<file path="src/rtl/uart_tx_ctrl_if.sv">
// ---------------------------------------------------------------------------------------------
// uart_tx_ctrl_if: handshake and mux-control bundle between a word source and uart_tx_ctrl.
//
// Signals (direction as seen by the slave, i.e. the transmit controller):
//   p_data     in   DATA_WIDTH  parallel word to transmit
//   data_valid in   1           p_data valid; taken only while busy is low
//   par_en     in   1           1 = append a parity bit after the data bits
//   par_typ    in   1           0 = even parity, 1 = odd parity
//   mux_sel    out  2           TX mux select: 00 start, 01 data, 10 parity, 11 stop/idle
//   ser_data   out  1           current serialized data bit (used when mux_sel = 01)
//   par_bit    out  1           parity of the latched word (used when mux_sel = 10)
//   busy       out  1           high while a frame is in flight
// ---------------------------------------------------------------------------------------------
interface uart_tx_ctrl_if #(
    parameter int unsigned DATA_WIDTH = 8
);
    logic [DATA_WIDTH-1:0] p_data;
    logic                  data_valid;
    logic                  par_en;
    logic                  par_typ;
    logic [1:0]            mux_sel;
    logic                  ser_data;
    logic                  par_bit;
    logic                  busy;

    // Word source side.
    modport master (
        output p_data,
        output data_valid,
        output par_en,
        output par_typ,
        input  mux_sel,
        input  ser_data,
        input  par_bit,
        input  busy
    );

    // Transmit controller side.
    modport slave (
        input  p_data,
        input  data_valid,
        input  par_en,
        input  par_typ,
        output mux_sel,
        output ser_data,
        output par_bit,
        output busy
    );
endinterface

</file>
<file path="src/rtl/uart_tx_ctrl.sv">
// ---------------------------------------------------------------------------------------------
// uart_tx_ctrl: UART transmit controller (frame FSM, serializer, parity generator).
//
// One CLK period is one bit period. A word is accepted from the interface when the controller
// is idle and data_valid is high; the frame then runs start, DATA_WIDTH data bits (LSB first),
// an optional parity bit and one stop bit. The controller only steers the downstream TX mux;
// it never drives the line itself.
//
// Ports:
//   CLK    in   bit-rate clock, all state changes on the rising edge
//   RST    in   synchronous active-high reset
//   tx_if  slave modport of uart_tx_ctrl_if (p_data/data_valid/par_en/par_typ in,
//                                            mux_sel/ser_data/par_bit/busy out)
//
// All outputs come straight from flops; mux_sel and busy are decoded from the next state so
// they line up with the state register.
// ---------------------------------------------------------------------------------------------
module uart_tx_ctrl #(
    parameter int unsigned DATA_WIDTH = 8
) (
    input  logic          CLK,
    input  logic          RST,
    uart_tx_ctrl_if.slave tx_if
);

    if (DATA_WIDTH < 5 || DATA_WIDTH > 9) begin : g_bad_width
        $error("uart_tx_ctrl: DATA_WIDTH must be in 5..9");
    end

    localparam int unsigned CntW = $clog2(DATA_WIDTH);
    localparam logic [CntW-1:0] LastBit = CntW'(DATA_WIDTH - 1);

    // TX mux select encodings.
    localparam logic [1:0] SelStart  = 2'b00;
    localparam logic [1:0] SelData   = 2'b01;
    localparam logic [1:0] SelParity = 2'b10;
    localparam logic [1:0] SelIdle   = 2'b11;

    typedef enum logic [2:0] {
        StIdle,
        StStart,
        StData,
        StParity,
        StStop
    } state_e;

    state_e                state_q,    state_d;
    logic [CntW-1:0]       cnt_q,      cnt_d;
    logic [DATA_WIDTH-1:0] shift_q,    shift_d;
    logic                  par_en_q,   par_en_d;
    logic                  ser_data_q, ser_data_d;
    logic                  par_bit_q,  par_bit_d;
    logic [1:0]            mux_sel_q,  mux_sel_d;
    logic                  busy_q,     busy_d;

    // Next-state, datapath and registered-output decode.
    always_comb begin
        state_d    = state_q;
        cnt_d      = cnt_q;
        shift_d    = shift_q;
        par_en_d   = par_en_q;
        ser_data_d = ser_data_q;
        par_bit_d  = par_bit_q;

        unique case (state_q)
            StIdle: begin
                if (tx_if.data_valid) begin
                    state_d   = StStart;
                    shift_d   = tx_if.p_data;
                    par_en_d  = tx_if.par_en;
                    // Parity is taken from the word as it is accepted, not from shift_q.
                    par_bit_d = (^tx_if.p_data) ^ tx_if.par_typ;
                end
            end
            StStart: begin
                // Present bit 0 on the first DATA cycle.
                state_d    = StData;
                ser_data_d = shift_q[0];
                shift_d    = shift_q >> 1;
                cnt_d      = '0;
            end
            StData: begin
                if (cnt_q == LastBit) begin
                    cnt_d   = '0;
                    state_d = par_en_q ? StParity : StStop;
                end else begin
                    cnt_d      = cnt_q + CntW'(1);
                    ser_data_d = shift_q[0];
                    shift_d    = shift_q >> 1;
                end
            end
            StParity: begin
                state_d = StStop;
            end
            StStop: begin
                // Always drops to IDLE, guaranteeing one idle bit between frames.
                state_d = StIdle;
            end
            default: begin
                state_d = StIdle;
            end
        endcase

        mux_sel_d = SelIdle;
        busy_d    = 1'b0;
        unique case (state_d)
            StIdle: begin
                mux_sel_d = SelIdle;
                busy_d    = 1'b0;
            end
            StStart: begin
                mux_sel_d = SelStart;
                busy_d    = 1'b1;
            end
            StData: begin
                mux_sel_d = SelData;
                busy_d    = 1'b1;
            end
            StParity: begin
                mux_sel_d = SelParity;
                busy_d    = 1'b1;
            end
            StStop: begin
                mux_sel_d = SelIdle;
                busy_d    = 1'b1;
            end
            default: begin
                mux_sel_d = SelIdle;
                busy_d    = 1'b0;
            end
        endcase
    end

    // State and output registers; reset wins over any coincident data_valid.
    always_ff @(posedge CLK) begin
        if (RST) begin
            state_q    <= StIdle;
            cnt_q      <= '0;
            shift_q    <= '0;
            par_en_q   <= 1'b0;
            ser_data_q <= 1'b0;
            par_bit_q  <= 1'b0;
            mux_sel_q  <= SelIdle;
            busy_q     <= 1'b0;
        end else begin
            state_q    <= state_d;
            cnt_q      <= cnt_d;
            shift_q    <= shift_d;
            par_en_q   <= par_en_d;
            ser_data_q <= ser_data_d;
            par_bit_q  <= par_bit_d;
            mux_sel_q  <= mux_sel_d;
            busy_q     <= busy_d;
        end
    end

    assign tx_if.mux_sel  = mux_sel_q;
    assign tx_if.ser_data = ser_data_q;
    assign tx_if.par_bit  = par_bit_q;
    assign tx_if.busy     = busy_q;

endmodule
</file>
<file path="src/flat_wrapper.sv">
// flat-port wrapper written by rule: the top's interface ports become plain ports
module uart_tx_ctrl_flat 
#(
    parameter int unsigned DATA_WIDTH = 8
)
  (CLK, RST, tx_if_p_data, tx_if_data_valid, tx_if_par_en, tx_if_par_typ, tx_if_mux_sel, tx_if_ser_data, tx_if_par_bit, tx_if_busy);
  uart_tx_ctrl_if #(.DATA_WIDTH(DATA_WIDTH)) tx_if_i ();
  input  logic CLK;
  input  logic RST;
  input wire logic [$bits(tx_if_i.p_data)-1:0] tx_if_p_data;
  input wire logic [$bits(tx_if_i.data_valid)-1:0] tx_if_data_valid;
  input wire logic [$bits(tx_if_i.par_en)-1:0] tx_if_par_en;
  input wire logic [$bits(tx_if_i.par_typ)-1:0] tx_if_par_typ;
  output wire logic [$bits(tx_if_i.mux_sel)-1:0] tx_if_mux_sel;
  output wire logic [$bits(tx_if_i.ser_data)-1:0] tx_if_ser_data;
  output wire logic [$bits(tx_if_i.par_bit)-1:0] tx_if_par_bit;
  output wire logic [$bits(tx_if_i.busy)-1:0] tx_if_busy;
  assign tx_if_i.p_data = tx_if_p_data;
  assign tx_if_i.data_valid = tx_if_data_valid;
  assign tx_if_i.par_en = tx_if_par_en;
  assign tx_if_i.par_typ = tx_if_par_typ;
  assign tx_if_mux_sel = tx_if_i.mux_sel;
  assign tx_if_ser_data = tx_if_i.ser_data;
  assign tx_if_par_bit = tx_if_i.par_bit;
  assign tx_if_busy = tx_if_i.busy;
  uart_tx_ctrl #(.DATA_WIDTH(DATA_WIDTH)) u_core (.CLK(CLK), .RST(RST), .tx_if(tx_if_i));
endmodule
</file>
<file path="config.mk">
export PLATFORM = sky130hd
export DESIGN_NAME = uart_tx_ctrl_flat
export DESIGN_NICKNAME = d
export VERILOG_FILES = /design/src/rtl/uart_tx_ctrl_if.sv /design/src/rtl/uart_tx_ctrl.sv /design/src/flat_wrapper.sv
export SDC_FILE = /design/constraint.sdc
export NUM_CORES = 1
export LEC_CHECK = 0
export ABC_CLOCK_PERIOD_IN_PS = 4500
export CELL_PAD_IN_SITES_DETAIL_PLACEMENT = 1
export CELL_PAD_IN_SITES_GLOBAL_PLACEMENT = 2
export CORE_AREA = 2 2 59 61
export DETAILED_ROUTE_END_ITERATION = 10
export DIE_AREA = 0 0 61 63
export HOLD_SLACK_MARGIN = 0.05
export PLACE_DENSITY_LB_ADDON = 0.3
export SYNTH_ARGS = -nofsm -noshare
export SYNTH_HDL_FRONTEND = slang
export SYNTH_SLANG_ARGS = --single-unit
export TNS_END_PERCENT = 30
</file>
<file path="constraint.sdc">
create_clock -name CLK -period 4.5 [get_ports CLK]
set_clock_uncertainty 0.05 [all_clocks]
set_input_delay 0.45 -clock CLK [delete_from_list [all_inputs] [get_ports CLK]]
set_output_delay 0.45 -clock CLK [all_outputs]
set_load 0.005 [all_outputs]
</file>
==> flow_summary.yaml, run 1 <==
setup_path:
  crit_slowest_cell: "or3b_4"
  arrival_ns: 2.34
  required_ns: 4.68
  start_kind: "flop"
  crit_type: "flop to flop"
  critPathBufInv: 0
  cpMostUsedCell: "ha_1"
  crit_fanout: 15
  crit_family: "simple AND/OR/NAND/NOR gates"
  endpoint_kind: "flop"
  worstPathCellList: "ha_1, ha_1, or3b_4, a21oi_4, mux2_2, nor2_1"
  max_stage_delay_ns: 0.43
clock_network:
  postCtsSetupRepairBufs: 0
  clk_pin_slew_worst_paths_ns: 0.11
  clock_path_buffers: 2
  clk_latency_ns: 0.30
  cts_buffers: 3
  postCtsHoldBufs: 0
  cts_resized: 0
  htree_levels: 1
  cts.sinks: 20
  cts_tree: "built"
  root_buffer: "clkbuf_4"
routing:
  wl_per_cell_um: 12.5
  ant_nets: 0
  via_count: 838
  drc: 0
  vias_per_cell: 4.82
  wirelength_um: 2180
  drt_first_pass_iters: 2
  first_iter_violations: 27
synthesis:
  syn_inst: 114
  synth_edf_count: 0
  async_flop_share: 0
  seq_area_frac_synth: 0.398
  yosysMostFrequentCell: "dfxtp_1"
  ys.flop_type: "dfxtp_1"
  ys_ff_latch: 20
  yosysWarnings: 0
  ys_top_cells_by_area: "dfxtp_1 (40%), nor2_1 (6.0%), nand2_1 (4.9%), o21ai_0 (4.5%), a311oi_2 (4.5%)"
  syn_avg_cell_area_sq_um: 8.82
  yosys.area.top_type: "dfxtp_1"
  synth_common_cells: "dfxtp_1 (20), nor2_1 (16), nand2_1 (13)"
  syn_area_sq_mm: 0.00101
  synth_cell_types: 30
  synth.net_count: 129
  synth_top_area_frac: 0.398
global_routing:
  grt_pass1_vias: 859
  antenna_found_initial: 0
  grt_usage: 0.135
  grt_max_degree: 18
  grt_pass1_wl_um: 4000
  grt_overflow: 0
timing:
  fin_tns_setup_ns: 0
  setup_viol: 0
  setup_ws_ns: 2.34
  maxSlewHeadroom: 0.536
  rsz0062_at_grt: "no"
  finalCriticalPeriod_ns: 2.16
  slew_viol_final: 0
  worst_pin_slew_ns: 0.693
  hold_viol: 0
  fin_crit_sh: 0.479
  fmax_mhz: 464
place:
  port-buffer-count: 17
  gp_congestion: 0.755
  dp_cells: 171
  dp_slack_ns: 2.34
  hpwlAfterDp_um: 1650
pwr:
  cellPowerDensity_mw_per_mm2: 311
  ir_worst_vdd_mv: 0.112
  p_leak_nw: 0.470
finish:
  nets: 145
  diodes: 0
  fin_cells: 174
  drive_gt1_frac: 0.0703
  syn_to_final_growth_pct: 21.8
  fill_cells: 389
outcome:
  status: "finished, final reports clean"
die:
  die_area_sq_mm: 0.00384
  ios: 18
  num_rows: 21
  die_height_um: 63
  start_util: 0.311
  core_area_sq_mm: 0.00323
  die_x_um: 61
run:
  max_cap_viol_count: 0
min_path:
  hold_path_class: "flop to flop"
## worst paths after layout
| path | slack (ns) | depth (start not counted) | to | from |
|---|---|---|---|---|
| min | 0.44 | 2 | u_core.shift_q[6] | u_core.shift_q[7] |
| max | 2.34 | 6 | u_core.shift_q[7] | u_core.cnt_q[0] |
| max reg2reg | 2.34 | 6 | u_core.shift_q[7] | u_core.cnt_q[0] |
| min reg2reg | 0.44 | 2 | u_core.shift_q[6] | u_core.shift_q[7] |
## flip-flops by register name, summed over array words and instances (netlist names)
| name | cells |
|---|---|
| u_core.tx_if.ser_data | 1 |
| u_core.tx_if.mux_sel | 2 |
| u_core.tx_if.busy | 1 |
| u_core.cnt_q | 3 |
| u_core.shift_q | 8 |
| u_core.state_q | 3 |
| u_core.par_en_q | 1 |
| u_core.tx_if.par_bit | 1 |
## final cells by class
| type | instances | area (sq um) | share of cell area |
|---|---|---|---|
| inverters | 4 | 15.0 | 0.0123 |
| clock buffers | 3 | 22.5 | 0.0184 |
| multi-input cells | 84 | 559 | 0.457 |
| repair buffers | 17 | 170 | 0.139 |
| well taps | 46 | 57.6 | 0.0470 |
| flip-flops and latches | 20 | 400 | 0.327 |
## stage by stage
stage	cell area, sq um	utilization	power, W	hold WS, ns
2_1_floorplan	1010	-	0.000270	0.405
3_3_place_gp	1200	0.372	0.000300	0.412
3_5_place_dp	1200	0.372	0.000303	0.427
4_1_cts	1220	0.379	0.000388	0.443
5_1_grt	1220	0.379	0.000410	0.463
6_report	1220	0.379	0.000381	0.440
## where the power goes
group	internal (W)	total [W]	switching, W
Clock	0.0000312	0.0000844	0.0000533
Sequential	0.000193	0.000206	0.0000124
Combinational	0.0000478	0.0000908	0.0000429
Total	0.000272	0.000381	0.000109
## cells in the final DEF (no fill, tap or decap)
cell,Yosys,layout
or3b_4,1,1
clkdlybuf4s50_1,0,17
dfxtp_1,20,20
nand3b_1,2,2
nor2_1,16,16
o31a_1,1,1
nor3_1,2,2
mux2_2,1,1
a21oi_4,1,1
o21ai_0,9,9
clkbuf_4,0,3
xnor2_1,4,4
nand2b_1,2,2
xnor3_1,1,1
nand2_1,13,13
a21oi_1,5,5
ha_1,2,2
a21o_1,1,1
o211ai_1,1,1
xor2_1,2,2
nor2b_1,4,4
or4b_1,1,1
inv_1,4,4
o21bai_1,1,1
a2bb2oi_1,2,2
a311oi_1,4,4
mux2i_1,3,3
nand3_1,2,2
a311oi_2,3,3
## cell families after synthesis
group	count (synthesis)	share of synthesized area
AO/OA/AOI/OAI	28	0.214
adder cells (fa/ha/maj)	2	0.0249
flip-flops	20	0.398
AND/OR/NAND/NOR	43	0.201
buffers and inverters	10	0.0460
XOR/XNOR	7	0.0746
multiplexers	4	0.0410
## tightest hold or removal path, cell delays in order, from the launching register on
cell	delay (ns)
dfxtp_1	0.33
nand2_1	0.05
a311oi_1	0.08
## layer usage
metal	up-vias	part of all wire	GRT usage
met1	398	0.47	0.185
met4	0	0.015	0.0489
met3	4	0.024	0.0248
li1	426	-	-
met2	10	0.49	0.207
met5	-	0	0
(Power assumes the default switching activity.)
==> run 2: changes to the inputs <==
--- a/config.mk
+++ b/config.mk
@@ -5,12 +5,12 @@
 export SDC_FILE = /design/constraint.sdc
 export NUM_CORES = 1
 export LEC_CHECK = 0
-export ABC_CLOCK_PERIOD_IN_PS = 4500
+export ABC_CLOCK_PERIOD_IN_PS = 2050
 export CELL_PAD_IN_SITES_DETAIL_PLACEMENT = 1
 export CELL_PAD_IN_SITES_GLOBAL_PLACEMENT = 2
-export CORE_AREA = 2 2 59 61
+export CORE_AREA = 2 2 61 63
 export DETAILED_ROUTE_END_ITERATION = 10
-export DIE_AREA = 0 0 61 63
+export DIE_AREA = 0 0 63 65
 export HOLD_SLACK_MARGIN = 0.05
 export PLACE_DENSITY_LB_ADDON = 0.3
 export SYNTH_ARGS = -nofsm -noshare
==> constraint.sdc (replaced) <==
create_clock -name CLK -period 2.05 [get_ports CLK]
set_clock_uncertainty 0.05 [all_clocks]
set_input_delay 0.205 -clock CLK [delete_from_list [all_inputs] [get_ports CLK]]
set_output_delay 0.205 -clock CLK [all_outputs]
set_load 0.005 [all_outputs]
==> run 2 against run 1 <==
Via count up 7.5%. Clock power rose to 2.9 times the previous value. Routed wire length up 11%. Core utilization up 0.29 points.
==> flow_summary.yaml, run 2 (synthesis results as in run 1) <==
routing:
  via_count: 901
  wirelength_um: 2430
  first_iter_violations: 16
  wl_per_cell_um: 12.9
  vias_per_cell: 4.77
  drc: 0
  drt_first_pass_iters: 2
  ant_nets: 0
finish:
  drive_gt1_frac: 0.170
  top_register: "u_core.shift_q"
  fill_cells: 430
  final_core_util: 0.382
  diodes: 0
  final_common_cell: "dfxtp_1"
  layout_common_cells: "dfxtp_1 (19), clkdlybuf4s50_1 (17), nor2_1 (16), nand2_1 (13), buf_4 (12)"
  final-seq-area_sq_um: 402
  multiInputGateArea_sq_um: 562
  syn_to_final_growth_pct: 32.7
  largest_reg_flops: 8
  nets: 157
  biggestRegsByFlops: "u_core.shift_q x8, u_core.cnt_q x3, u_core.state_q x3"
timing:
  fin_crit_sh: 0.967
  finalCriticalPeriod_ns: 1.98
  fmax_mhz: 504
  slew_viol_final: 0
  fin_tns_setup_ns: 0
  maxSlewHeadroom: 0.730
  hold_viol: 0
  setup_viol: 0
  worst_pin_slew_ns: 0.404
die:
  die_x_um: 63
  die_area_sq_mm: 0.00410
  die_height_um: 65
  ios: 18
  core_area_sq_mm: 0.00350
  num_rows: 22
  start_util: 0.288
min_path:
  hold_path_class: "input port to flop"
global_routing:
  grt_max_degree: 16
  grt_overflow: 0
  grt_usage: 0.136
  grt_pass1_wl_um: 4370
  grt_pass1_vias: 931
  antenna_found_initial: 0
setup_path:
  required_ns: 2.26
  crit_family: "simple AND/OR/NAND/NOR gates"
  crit_slowest_cell: "or3b_4"
  max_stage_delay_ns: 0.41
  arrival_ns: 2.19
  start_kind: "flop"
  worstPathCellList: "ha_1, ha_2, or3b_4, a21oi_4, buf_4, mux2_2, nor2_1"
  crit_fanout: 4
  critPathBufInv: 1
  endpoint_kind: "flop"
  crit_type: "flop to flop"
pwr:
  cellPowerDensity_mw_per_mm2: 700
  p_leak_nw: 0.533
  ir_worst_vdd_mv: 0.216
clock_network:
  clk_pin_slew_worst_paths_ns: 0.13
  cts_tree: "built"
  root_buffer: "clkbuf_4"
  clk_latency_ns: 0.31
  cts_buffers: 3
  cts.sinks: 20
  clock_path_buffers: 2
  htree_levels: 1
place:
  gp_congestion: 0.710
  port-buffer-count: 17
  hpwlAfterDp_um: 1790
run:
  max_cap_viol_count: 0
outcome:
  status: "finished, final reports clean"
[run 2: per-stage QoR]
stage          hold WS (ns)  setup slack (ns)  area (sq um)  power, W  cells
4_1_cts               0.444            0.0257          1300  0.000932    185
2_1_floorplan         0.273             0.202          1010  0.000593    114
3_3_place_gp          0.422             0.130          1260  0.000685    181
5_1_grt               0.485          -0.00631          1340  0.000994    189
3_5_place_dp          0.441            0.0477          1260  0.000690    181
6_report              0.449            0.0675          1340  0.000935    189
[run 2: per-layer routing]
metal  routed length [um]  track usage  vias up  part of all wire
met2                 1170        0.230       12              0.48
met1                 1170        0.167      438              0.48
met4                   17       0.0667        0            0.0070
li1                     -            -      449                 -
met3                   70       0.0226        2             0.029
met5                    0            0        -                 0
[run 2: final timing paths]
path,slack [ns],cells after the start,start,to
max reg2reg,0.07,7,u_core.cnt_q[0],u_core.shift_q[7]
max,0.07,7,u_core.cnt_q[0],u_core.shift_q[7]
min reg2reg,0.45,2,u_core.shift_q[6],u_core.shift_q[5]
min,0.45,3,tx_if_par_en,u_core.par_en_q
[run 2: worst min-delay path: stages]
cell	delay, ns
clkdlybuf4s50_1	0.40
mux2i_1	0.12
nor2_1	0.05
[run 2: area by class of cell]
| cell class | instances | area share |
|---|---|---|
| multi-input combinational | 84 | 0.421 |
| sequential | 20 | 0.301 |
| timing repair buffer | 29 | 0.195 |
| tap | 48 | 0.0450 |
| clock buffer | 4 | 0.0272 |
| inverter | 4 | 0.0112 |
[run 2: what timing repair did]
item                       CTS  global route
buffers inserted             0             4
hold buffers                 0             0
gates resized for setup      0             2
setup endpoints to repair    0             5
[run 2: where the power goes]
part / internal [W] / total (W) / switching [W]
clock: 0.000108 / 0.000242 / 0.000134
combinational: 0.000135 / 0.000242 / 0.000107
sequential: 0.000425 / 0.000451 / 0.0000256
total: 0.000668 / 0.000935 / 0.000267
